`src/rtl/ysyx_22040237_pkg.sv`:
```
// Shared types and constants for the ysyx_22040237 instruction fetch unit.
// Holds the fetch FSM state encoding and the default reset fetch address.
package ysyx_22040237_pkg;

    localparam int unsigned INST_W = 32;
    localparam int unsigned XLEN   = 64;

    localparam logic [31:0] DEFAULT_RESET_PC = 32'h8000_0000;

    typedef enum logic [1:0] {
        IFU_REQ,
        IFU_WAIT,
        IFU_HOLD,
        IFU_HALT
    } ifu_state_e;

endpackage

```
`src/rtl/ysyx_22040237_ifu.sv`:
```
// Instruction fetch unit: single outstanding request to instruction memory,
// presents pc/inst to decode, handles redirects, stops fetching after ebreak.
module ysyx_22040237_ifu
    import ysyx_22040237_pkg::*;
#(
    parameter logic [31:0] RESET_PC = DEFAULT_RESET_PC
) (
    input  logic              clk,
    input  logic              rst_n,
    output logic              imem_req_valid,
    output logic [31:0]       imem_req_addr,
    input  logic              imem_req_ready,
    input  logic              imem_rsp_valid,
    input  logic [INST_W-1:0] imem_rsp_data,
    output logic              inst_valid,
    input  logic              inst_ready,
    output logic [31:0]       pc,
    output logic [INST_W-1:0] inst,
    input  logic              redirect_valid,
    input  logic [31:0]       redirect_pc,
    input  logic              halt,
    output logic              halted
);

    ifu_state_e        state_q, state_d;
    logic [31:0]       fetch_pc_q, fetch_pc_d;
    logic              drop_q, drop_d;
    logic [31:0]       pc_q, pc_d;
    logic [INST_W-1:0] inst_q, inst_d;
    logic [31:0]       redirect_aligned;

    assign redirect_aligned = {redirect_pc[31:2], 2'b00};

    always_comb begin
        state_d    = state_q;
        fetch_pc_d = fetch_pc_q;
        drop_d     = drop_q;
        pc_d       = pc_q;
        inst_d     = inst_q;

        unique case (state_q)
            IFU_REQ: begin
                if (imem_req_ready) begin
                    state_d = IFU_WAIT;
                end
                // A redirect racing an accepted request must squash that request's response.
                if (redirect_valid) begin
                    fetch_pc_d = redirect_aligned;
                    if (imem_req_ready) begin
                        drop_d = 1'b1;
                    end
                end
            end
            IFU_WAIT: begin
                if (redirect_valid) begin
                    fetch_pc_d = redirect_aligned;
                    if (imem_rsp_valid) begin
                        drop_d  = 1'b0;
                        state_d = IFU_REQ;
                    end else begin
                        drop_d = 1'b1;
                    end
                end else if (imem_rsp_valid) begin
                    if (drop_q) begin
                        drop_d  = 1'b0;
                        state_d = IFU_REQ;
                    end else begin
                        inst_d  = imem_rsp_data;
                        pc_d    = fetch_pc_q;
                        state_d = IFU_HOLD;
                    end
                end
            end
            IFU_HOLD: begin
                // halt on a consumed instruction beats redirect; redirect beats the +4 advance.
                if (inst_ready && halt) begin
                    state_d = IFU_HALT;
                end else if (redirect_valid) begin
                    fetch_pc_d = redirect_aligned;
                    state_d    = IFU_REQ;
                end else if (inst_ready) begin
                    fetch_pc_d = fetch_pc_q + 32'd4;
                    state_d    = IFU_REQ;
                end
            end
            IFU_HALT: begin
                state_d = IFU_HALT;
            end
            default: begin
                state_d = IFU_REQ;
            end
        endcase
    end

    always_ff @(posedge clk or negedge rst_n) begin
        if (!rst_n) begin
            state_q    <= IFU_REQ;
            fetch_pc_q <= RESET_PC;
            drop_q     <= 1'b0;
            pc_q       <= '0;
            inst_q     <= '0;
        end else begin
            state_q    <= state_d;
            fetch_pc_q <= fetch_pc_d;
            drop_q     <= drop_d;
            pc_q       <= pc_d;
            inst_q     <= inst_d;
        end
    end

    // Gated by rst_n so no request is visible while reset is asserted.
    assign imem_req_valid = rst_n && (state_q == IFU_REQ);
    assign imem_req_addr  = fetch_pc_q;
    assign inst_valid     = (state_q == IFU_HOLD);
    assign halted         = (state_q == IFU_HALT);
    assign pc             = pc_q;
    assign inst           = inst_q;

endmodule

```
`config.mk`:
```
export PLATFORM = sky130hd
export DESIGN_NAME = ysyx_22040237_ifu
export DESIGN_NICKNAME = d
export VERILOG_FILES = /design/src/rtl/ysyx_22040237_pkg.sv /design/src/rtl/ysyx_22040237_ifu.sv
export SDC_FILE = /design/constraint.sdc
export NUM_CORES = 1
export LEC_CHECK = 0
export CORE_MARGIN = 4
export CORE_UTILIZATION = 30
export CTS_CLUSTER_DIAMETER = 150
export DETAILED_ROUTE_END_ITERATION = 8
export GPL_TIMING_DRIVEN = 0
export PLACE_DENSITY_LB_ADDON = 0.15
export SLEW_MARGIN = 0
export SYNTH_ARGS = -nofsm -noshare
export SYNTH_HDL_FRONTEND = slang
export SYNTH_SLANG_ARGS = --single-unit
export TNS_END_PERCENT = 10
```
`constraint.sdc`:
```
create_clock -name clk -period 3.6 [get_ports clk]
set_clock_uncertainty 0.1 [all_clocks]
set_input_delay 0.72 -clock clk [delete_from_list [all_inputs] [get_ports clk]]
set_output_delay 0.72 -clock clk [all_outputs]
set_load 0.02 [all_outputs]
```
* After elaboration in Yosys (flattened, before gate mapping)
Index checks and enable logic that the tools add are counted.
** Word-level totals
- Flip-flop bits (word level) :: 99
- Bits of input ports :: 71
- Word-level logic and storage cells :: 49
** Operators by class
- Add/subtract/negate cells :: 1
- Eq/ne operators :: 11
- Mux-type cells :: 20
- Bitwise logic cells :: 2
- Reductions and logical operators :: 10
** Operator list (number)
- $mux 32 :: 4
- $pmux 32 s2 :: 1
- $add 32x3->32 const B :: 1
- $mux 2 :: 8
- $reduce_and 4->1 :: 3
- $ne 2x2->1 const B :: 4
- $pmux 2 s4 :: 1
- $mux 1 :: 5
- $eq 2x2->1 const B :: 2
- $ne 4x1->1 const B :: 1
- $reduce_bool 2->1 :: 2
- $ne 3x1->1 const B :: 1
- $ne 3x3->1 const B :: 1
- $reduce_and 3->1 :: 1
- $eq 2x1->1 const B :: 1
- $logic_and 1x1->1 :: 2
- $logic_not 2->1 :: 1
- $ne 2x1->1 const B :: 1
- $not 1->1 :: 2
- $pmux 1 s2 :: 1
- $reduce_or 2->1 :: 1

* Depth between registers and ports, before layout
- Depth in word-level cells :: 5
- Mapped depth :: 8
- Gate-level depth less buffers :: 6

* Least setup slack after synthesis
Ideal clock, no wire load.
- Kind :: input -> register
- From :: input port redirect_valid
- To :: register fetch_pc_q[17] (netlist: imem_req_addr[17])
- Setup time :: 137 ps
- Arrival time :: 2096 ps
- Path slack :: 1267 ps
- Cell stages on the path :: 7
- Cell sequence :: clkbuf_1 > nor3b_1 > buf_2 > buf_2 > nand2_1 > o32ai_1 > a21oi_1
** Between the ends
- Word-level cells in the longest chain between the ends :: 3
- Elaborated cells on any way between the ends :: 6
- Classes of those cells :: 2 x eq/ne; 3 x mux; 1 x reduce/logical
** RTL lines
- start: declaration :: RTL line ysyx_22040237_ifu.sv:19 : input logic redirect_valid,
- $mux 32 :: RTL line ysyx_22040237_ifu.sv:78 : end else if (redirect_valid) begin
- $mux 32 :: RTL line ysyx_22040237_ifu.sv:76 : if (inst_ready && halt) begin
- $pmux 32 s2 :: RTL line ysyx_22040237_ifu.sv:41 : unique case (state_q)
- end signal: assignment :: RTL line ysyx_22040237_ifu.sv:104 : fetch_pc_q <= fetch_pc_d;
- end: declaration :: RTL line ysyx_22040237_ifu.sv:26 : logic [31:0] fetch_pc_q, fetch_pc_d;
Parallel ways exist; a longest one is shown, timed or not. The select of a mux whose other input is x is not followed.
A chain may end at the register's enable or synchronous reset.

* Final worst setup path
- From :: input port rst_n
- To :: output port imem_req_valid
** Between the ends
- Word-level cells in the longest chain between the ends :: 1
** RTL lines
- start: declaration :: RTL line ysyx_22040237_ifu.sv:9 : input logic rst_n,
- $logic_and 1x1->1 :: RTL line ysyx_22040237_ifu.sv:112 : assign imem_req_valid = rst_n && (state_q == IFU_REQ);
- end: declaration :: RTL line ysyx_22040237_ifu.sv:10 : output logic imem_req_valid,
No other way between the ends.

==> metrics.txt <==
cells after synthesis=about 400; die area=16900 sq um; period utilisation layout=0.905; vias in the first global route=4163; Resize count post-CTS=0; Synth cell types=52; Max Slew Vio Count=0; max incr delay on CP=about 630 ps; CTS root buf=clkbuf_16; Synth area leader=dfrtp_1; Antenna Nets Post-Route=0; arrival time worst endpoint=between 2000 and 2500 ps; relative slew slack=0.515; final wirelength=~14 mm; crit-path cells=buf_4 > buf_16 > nor3b_1 > clkdlybuf4s50_1; Worst path slowest cell=clkdlybuf4s50_1; Initial Util=0.306; Ys Warns=0; top cells by area, synth=dfrtp_1 (53%), mux2_2 (16%), a21oi_1 (3.7%); die height=130 microns; Iter 0 DRT Violations=about 190; sequential area share after synthesis=0.534; Synth top area share=0.528; fill count=around 1.4k; largest net degree at the start of global routing=50; Non-Filler Instances=770; Avg WL per Cell=18.0 microns; Final Hold Viols=0; area grow syn2layout=50.1%; CTS tree=done; Ports=170; CTS clk-pin slew, worst paths=approximately 70 ps; vias per cell=a little over 5; H-tree Lvls=3; Die W=130 microns; nets@finish=around 650; share of layout cells above drive strength 1=0.171; hpwl dp=10.2 mm; placed cell count=754; TritonCTS Buffers=9; Max Cap Viol=0; Worst R2R Path Depth=6; # DRC=0; clock sinks=95; Synth Area per Inst=11.0 sq um; setup TNS=0 ps; antenna cell count=0; CP required=2780 ps; worst min-delay path class=primary input to asynchronous set/reset pin; vias after detailed routing=3957; IO buf count=162; worst slew pin tran=725 ps; # setup viols final=0; gr usage total=0.164; Mapped Area=~4500 sq um; Setup Buffers After CTS=0; CP Depth=4; fmax=307 MHz; met3 Track Usage GR=0.0418; GRT overflow=0; clock latency on the worst-skew pair=350 ps; clk buf depth=2; PwrDens=between 900 and 1000 nW/um^2; CP Class=primary input to output pin; Synth async-reset ratio=1.00; Worst Path Max Fanout=49; status=complete, no violations; Register Area=2380 sq um; min cycle time layout=3260 ps; met2 usage=0.266; number of synthesized flops with an enable pin=0; PnR worst setup slack=342 ps; Yosys reg bits=95; TritonRoute pass-1 iters=4; multi-input logic area=1920 sq um; DP Worst Slack=246 ps; core area=14500 sq um; initial antenna violation count=0; Leak Pwr=between 0.002 and 0.003 uW; WHS=292 ps; row count=44; hold_buf cts=0; CP startpoint kind=primary input; Top FF cell, synth=dfrtp_1; Critical Path End Type=output pin; buffers plus inverters on the worst setup path=3; met1 Use GR=0.208; GRT busiest layer=met2; RePlAce Congestion=0.865; Finished Core Util=0.460; Top delay family on crit path=buffers and inverters; maximum vdd drop=0.455 mV; first-pass GRT wire length=between 20 and 25 mm; RSZ-0062 raised after global routing=no
## sequential cells by signal (all words and copies together), names as in the netlist
signal,flops
drop_q,1
imem_req_addr,30
inst,32
pc,30
state_q,2
## cells by family (layout without fill, tap and decap cells)
group,count (synthesis),after routing,share of synthesized area
compound gates,102,102,0.146
fa+ha+maj,1,1,0.00281
buf+inv,35,214,0.0365
flops,95,95,0.534
mux,63,63,0.159
other cells,1,4,0.000842
simple gates,107,107,0.121
## layer usage
layer / up-vias / share of wire
li1: 1839 / -
met1: 1952 / 0.42
met2: 147 / 0.48
met3: 19 / 0.075
met4: 0 / 0.024
met5: - / 0
## power by group
part           switching, uW  internal, uW  total [uW]  leakage (uW)
clock                    403           685        1090      0.000169
combinational           1570          1550        3120       0.00138
sequential               462          1610        2070       0.00111
total                   2440          3840        6280       0.00266
## layout make-up
| type | count | share of cell area |
|---|---|---|
| multi-input combinational | 277 | 0.288 |
| clock buffer | 14 | 0.0425 |
| clock inverter | 2 | 0.00898 |
| timing repair buffer | 163 | 0.246 |
| sequential | 95 | 0.356 |
| tap | 184 | 0.0344 |
| buffer | 32 | 0.0226 |
| inverter | 3 | 0.00168 |
## cell usage after synthesis (2+ instances only)
master     instances
nor2b_1            3
dfrtp_1           94
o211ai_1           2
o22a_1             2
o31ai_1            2
buf_4              4
a41o_1             2
o32ai_1            2
a2bb2oi_1          4
nor2_1            24
a31oi_1            5
nand4_1           12
and3_1             4
a32oi_1            2
nand3_1           10
or3_1              6
nor3b_1            2
a311oi_1           4
and2_1             2
a21oi_1           33
mux2_2            62
nand2_1           27
nor3_1             8
or2_2              3
a211oi_1           4
o21ai_0           21
clkbuf_1          19
buf_2              7
inv_1              3
o22ai_1            9
## placed cells by master (no fill, tap or decap), drive strengths merged, types with 4 or more instances in the layout
cell	count
a211oi	4
dfrtp	94
nand4	12
o22ai	9
a21oi	34
nand3	10
clkbuf	33
conb	4
nor2	24
mux2	62
a31oi	5
clkdlybuf4s50	161
and3	4
nand2	27
or3	6
a311oi	4
o21ai	21
buf	15
a2bb2oi	5
nor3	8
## worst paths after layout
kind	start	to	slack (ps)
min in group clk	inst[6]	inst[6]	400
worst min register to register	inst[6]	inst[6]	400
worst min-delay path	rst_n	imem_req_addr[12]	290
max in group asynchronous	rst_n	inst[27]	2450
worst max-delay path	rst_n	imem_req_valid	340
worst max register to register	state_q[0]	imem_req_addr[8]	1070
## per-stage QoR
stage          instance area, sq um  total power (uW)
2_1_floorplan                  4470              3660
3_5_place_dp                   6340              5230
6_report                       6690              6280
3_3_place_gp                   6320              5170
5_1_grt                        6690              6660
4_1_cts                        6690              6360
No activity file was read; power rests on OpenSTA's default activity.
